[src/rtl/t_debounce_toggle.sv]
// t_debounce_toggle
//
// Turns a raw, bouncy push-button into a clean one-cycle toggle pulse per
// accepted press, and keeps a registered toggle state plus a wrap-around count
// of accepted presses.
//
// The button is synchronised through two flops, s1 then s2. A press/release
// state machine then qualifies each level change, so that only s2 reaches it.
//
// Parameters
//   DB_CYCLES  consecutive synchronised samples needed to accept a level
//              change (>= 2)
//   CNT_W      width of the accepted-press counter
//
// Ports
//   clk     sole clock, rising edge
//   rst     synchronous, active-high reset
//   btn     raw button level, asynchronous to clk
//   t       registered one-cycle pulse per accepted press
//   q       registered toggle state, inverts on the edge after t is high
//   qb      ~q
//   tcount  accepted presses modulo 2^CNT_W
//   busy    high while a level change is being qualified
//
// state        | meaning
// -------------+-------------------------------------------------
// IDLE         | button stable released
// PRESS_WAIT   | s2 high, counting samples toward an accepted press
// HELD         | button stable pressed
// RELEASE_WAIT | s2 low, counting samples toward an accepted release

module t_debounce_toggle #(
    parameter int DB_CYCLES = 4,
    parameter int CNT_W     = 8
) (
    input  logic             clk,
    input  logic             rst,
    input  logic             btn,
    output logic             t,
    output logic             q,
    output logic             qb,
    output logic [CNT_W-1:0] tcount,
    output logic             busy
);

    localparam int CW = (DB_CYCLES > 1) ? $clog2(DB_CYCLES) : 1;
    localparam logic [CW-1:0] CNT_LAST = CW'(DB_CYCLES - 1);

    typedef enum logic [1:0] {
        IDLE         = 2'd0,
        PRESS_WAIT   = 2'd1,
        HELD         = 2'd2,
        RELEASE_WAIT = 2'd3
    } state_t;

    state_t        state;
    logic          s1;
    logic          s2;
    logic [CW-1:0] cnt;

    assign qb = ~q;

    always_ff @(posedge clk) begin
        if (rst) begin
            s1     <= 1'b0;
            s2     <= 1'b0;
            state  <= IDLE;
            cnt    <= '0;
            t      <= 1'b0;
            q      <= 1'b0;
            tcount <= '0;
            busy   <= 1'b0;
        end else begin
            s1 <= btn;
            s2 <= s1;
            t  <= 1'b0;

            // The pulse registered on the previous edge drives the toggle
            // state and the counter on this edge.
            if (t) begin
                q      <= ~q;
                tcount <= tcount + CNT_W'(1);
            end

            // busy is assigned alongside every state change, so it is a
            // registered decode of the state.
            case (state)
                IDLE: begin
                    if (s2) begin
                        state <= PRESS_WAIT;
                        cnt   <= CW'(1);
                        busy  <= 1'b1;
                    end else begin
                        cnt   <= '0;
                    end
                end
                PRESS_WAIT: begin
                    if (!s2) begin
                        state <= IDLE;
                        cnt   <= '0;
                        busy  <= 1'b0;
                    end else if (cnt == CNT_LAST) begin
                        state <= HELD;
                        cnt   <= '0;
                        t     <= 1'b1;
                        busy  <= 1'b0;
                    end else begin
                        cnt   <= cnt + CW'(1);
                    end
                end
                HELD: begin
                    if (!s2) begin
                        state <= RELEASE_WAIT;
                        cnt   <= CW'(1);
                        busy  <= 1'b1;
                    end
                end
                RELEASE_WAIT: begin
                    if (s2) begin
                        state <= HELD;
                        cnt   <= '0;
                        busy  <= 1'b0;
                    end else if (cnt == CNT_LAST) begin
                        state <= IDLE;
                        cnt   <= '0;
                        busy  <= 1'b0;
                    end else begin
                        cnt   <= cnt + CW'(1);
                    end
                end
                default: begin
                    state <= IDLE;
                    cnt   <= '0;
                    busy  <= 1'b0;
                end
            endcase
        end
    end

endmodule

[config.mk]
export PLATFORM = sky130hd
export DESIGN_NAME = t_debounce_toggle
export DESIGN_NICKNAME = d
export VERILOG_FILES = /design/src/rtl/t_debounce_toggle.sv
export SDC_FILE = /design/constraint.sdc
export NUM_CORES = 1
export LEC_CHECK = 0
export CAP_MARGIN = 15
export CORE_AREA = 2 2 44 46
export DETAILED_ROUTE_END_ITERATION = 16
export DIE_AREA = 0 0 46 48
export PLACE_DENSITY = 0.75
export SYNTH_ARGS = -nofsm -noshare
export SYNTH_HDL_FRONTEND = slang
export SYNTH_SLANG_ARGS = --single-unit
[constraint.sdc]
create_clock -name clk -period 1.16 [get_ports clk]
set_input_delay 0.232 -clock clk [delete_from_list [all_inputs] [get_ports clk]]
set_output_delay 0.232 -clock clk [all_outputs]
set_load 0.03 [all_outputs]
### Word level (Yosys, flattened, before mapping)

Cells that the tools add are included.

| word-level totals | value |
|---|---|
| flip-flop bits (word level) | 17 |
| input bits | 3 |
| output and inout bits | 12 |
| word-level logic and storage cells | 45 |

| operators by class | value |
|---|---|
| add/subtract/negate cells | 2 |
| equality and inequality tests | 8 |
| muxes and demuxes | 20 |
| bitwise gates (word level) | 3 |
| reduce and logical (&&, ||, !) cells | 4 |

Operators with widths:

| cell | count |
|---|---|
| 2-bit two-way mux | 10 |
| 2-bit case mux with 4 select lines | 2 |
| 8-bit by 1-bit adder with 8-bit output, second input constant | 1 |
| 1-bit two-way mux | 7 |
| 2-bit == test, second input constant | 3 |
| 3-bit inequality test, second input constant | 2 |
| 2-bit inequality test, second input constant | 2 |
| 1-bit case mux with 4 select lines | 1 |
| 4-bit AND reduction | 1 |
| 1-bit NOT | 3 |
| 3-bit OR reduction | 1 |
| 2-bit by 1-bit adder with 2-bit output, second input constant | 1 |
| 2-bit by 1-bit == test with 1-bit output, second input constant | 1 |
| 2-bit zero test | 1 |
| 2-bit AND reduction | 1 |

### Depth between registers and ports, before layout

Gate-level depths: netlist of the first run.

| depth | value |
|---|---|
| word-level depth | 4 |
| mapped depth | 4 |

### Worst setup path after synthesis of the first run

No wires, ideal clock.

| timing | value |
|---|---|
| path type | reg2reg |
| start point | register tcount[0] |
| end point | register tcount[6] |
| library setup time | 0.071 ns |
| data arrival time | 1.421 ns |
| required time | 1.089 ns |
| setup slack | -0.331 ns |
| stages on the path, launching flop included | 5 |
| path buffers | 0 |
| cells stage by stage | dfxtp_1 > ha_1 > nand4_1 > or3_1 > a21oi_1 |

| between the ends | value |
|---|---|
| cells in the longest elaborated chain, start to end | 1 |

Ends and longest elaborated chain:

| item | RTL line | RTL |
|---|---|---|
| start: declaration | 42 | `output logic [CNT_W-1:0] tcount,` |
| start signal: assignment | 82 | `tcount <= tcount + CNT_W'(1);` |
| 8-bit by 1-bit adder with 8-bit output | 82 |  |

Every way passes these cells.
A chain may end at the register's enable or synchronous reset.

==> metrics.md, run 1 <==
| Metric | Value |
|---|---|
| RSZ-0062 raised after global routing | yes |
| CP cell instances | nand2_4 > or4_4 > a21oi_2 |
| Met2 Use GR | 26.1% |
| Num CTS Buffers | 3 |
| Startpoint types | flop |
| Global route hottest layer | met2 |
| Synth cell types | 26 |
| #FFs+latches synth | 17 |
| Largest net degree at the start of global routing | 10 |
| Starting DRT DRC Count | 6 |
| Core area | 1690 um^2 |
| Area growth, synth to finish | 44.0% |
| Final Max Tran Viols | 0 |
| Final Hold Fails | 0 |
| FP Rows | 15 |
| Clock Path Buffers | 2 |
| Avg Synthesized Cell Area | 9.36 um^2 |
| Leak | 0.393 nW |
| CP endpoint kind | flop |
| Endpoints failing setup | 1 |
| Antenna violations before repair | 0 |
| Die W | 46 um |
| Antenna-violating nets left | 0 |
| Routed via count | 634 |
| Sequential share of the synthesized area | 48.5% |
| Dpl ws | -0.0958 ns |
| Final Power | 0.927 mW |
| Final Skew | 0.00504 ns |
| Worst hold stages | 1 |
| Top FF cell, synth | dfxtp_1 |
| Async SR Flop Fraction | 0% |
| Synthesized area | 702 um^2 |
| RD Place Congestion | 0.706 |
| Worst relative slew slack | 74.7% |
| MaxCap Viol Count | 0 |
| Nets | 106 |
| Die area | 2210 um^2 |
| Io pins | 15 |
| Drt drc | 0 |
| N_diodes | 0 |
| HP Start | s1 |
| Total global-route track usage | 14.8% |
| Worst setup margin | -0.0369 ns |
| Grt met1 use | 16.9% |
| Ys Warns | 0 |
| Req. time, crit path | 1.39 ns |
| Count of input and output buffers | 14 |
| Final Cycle Share | 103% |
| GRT overflow | 0 |
| Root Driver | clkbuf_4 |
| Failing checks | negative setup slack |
| Drt pass-1 iters | 4 |
| Critical Path Fanout Max | 6 |
| Fmax | 836 MHz |
| Cts hold-fix bufs | 0 |
| Worst reg-to-reg path cell count | 3 |
| Syn_nets | 80 |
| Fill cells | 146 |
| Met3 Track Usage GR | 6.79% |
| Kind of critical path | flop to flop |
| Global-route wire length before repair | 2340 um |
| Worst Hold End | s2 |
| Clock Latency Late Sink | 0.29 ns |
| Via density | 5.42 |
| Drt wl/cell | 13.5 um |
| Clock Pin Slew Worst Setup and Hold Paths | 0.09 ns |
| Clk sinks | 17 |
| Hold Crit Class | flop to flop |
| Slowest cell on crit path | or4_4 |
| Post-synth EDFFs | 0 |
| Reg2reg start | t |
| Pwr Density | 917 nW/um^2 |
| Share of layout cells above drive strength 1 | 45.0% |
| Vias in the first global route | 553 |
| Minimum clock period | 1.20 ns |
| Slew @ Worst Pin | 0.370 ns |
| H-Tree Depth | 1 |
| Reg2reg end | tcount[7] |
| DIE HEIGHT | 48 um |
| Reg2Reg Setup Slack | -0.04 ns |
| Crit path DAT | 1.42 ns |
| Final core utilization | 59.9% |
| Outcome | finished, violations left |
| Starting Density | 41.6% |
| WL final | 1580 um |
| Max incr delay on CP | 0.52 ns |
| Post-DP HPWL | 920 um |
| CTS tree | built |
| Mapped Cells | 75 |
| Max VDD drop | 0.872 mV |
## Yosys cell counts, types with 2 or more instances
cell / n / area [um^2]
nor2_1: 8 / 30.0
o21ai_0: 2 / 10.0
nand4_1: 4 / 25.0
nand2_1: 6 / 22.5
or3_1: 2 / 12.5
xor2_1: 3 / 26.3
clkbuf_1: 4 / 15.0
dfxtp_1: 17 / 340
ha_1: 2 / 25.0
xnor2_1: 3 / 26.3
nand4b_1: 3 / 26.3
nor2b_1: 3 / 18.8
a21oi_1: 5 / 25.0
## cells in the final DEF, fill, tap and decap left out, types with 4 or more instances in the layout
master   instances
buf_4           21
nor2_1           8
nand2_1          5
dfxtp_1          8
nand4_1          4
dfxtp_4          7
## cells by family after synthesis
kind of cell    after synthesis  synth area share (%)
compound gates               12                  10.7
buf+inv                       6                  4.28
fa+ha+maj                     2                  3.56
flops                        17                  48.5
xor+xnor                      6                  7.49
mux                           1                  1.43
simple gates                 31                  24.1
## power breakdown
group          internal [mW]  switching, mW  leakage (nW)
Combinational         0.0209         0.0187         0.233
Clock                  0.134          0.173        0.0150
Sequential             0.574        0.00710         0.144
Total                  0.728          0.199         0.393
## worst max-delay path by stage
| stage | startpoint | endpoint | cells after the start |
|---|---|---|---|
| 2_1_floorplan | tcount[1] | tcount[7] | 3 |
| 3_3_place_gp | rst | cnt[0] | 2 |
| 3_5_place_dp | rst | cnt[0] | 2 |
| 4_1_cts | tcount[0] | tcount[7] | 5 |
| 5_1_grt | tcount[2] | tcount[5] | 4 |
| 6_report | t | tcount[7] | 3 |
## critical path: cells and delay by family, from the launching register on
kind / cells / cell delay [ns]
DFF: 1 / 0.41
AOI/OAI and AO/OA: 1 / 0.14
and+or+nand+nor: 2 / 0.59
## stage by stage
stage	setup TNS [ns]	area, um^2	instances	hold WS, ns
after CTS	0	957	115	0.456
after detailed placement	-0.138	872	105	0.429
after floorplan	-0.0740	737	75	0.301
final	-0.0369	1010	117	0.447
after global routing	-0.156	1010	117	0.462
after global placement	0	872	105	0.422
## what timing repair did
item / in CTS / in global routing
pin swaps: 3 / 6
setup endpoints to repair: 2 / 5
endpoints found under the hold margin: 0 / 0
resized for setup: 4 / 11
setup buffers: 7 / 3
## final cells by class
| type | count | area (um^2) | share of cell area, % |
|---|---|---|---|
| Clock buffer | 4 | 26.3 | 2.60 |
| Inverter | 1 | 3.75 | 0.371 |
| Multi-Input combinational cell | 52 | 379 | 37.5 |
| Sequential cell | 17 | 369 | 36.5 |
| Tap cell | 17 | 21.3 | 2.10 |
| Timing Repair Buffer | 26 | 211 | 20.9 |
## state kept, by name (all words and copies together) (netlist names), named ones only
signal	count
busy	1
cnt	2
q	1
s1	1
s2	1
state	1
t	1
tcount	8
## layer usage
layer / up-vias / wire length (um)
met2: 20 / 848
met5: - / 0
met1: 302 / 650
met4: 0 / 0
met3: 0 / 84
li1: 312 / -
Power figures use the tool's default switching activity.
==> inputs of run 2 (changes only) <==
- ABC_CLOCK_PERIOD_IN_PS: default -> 1160
==> results of run 2 <==
Same layout as run 1: the final DEF is identical, and so are final timing and power.
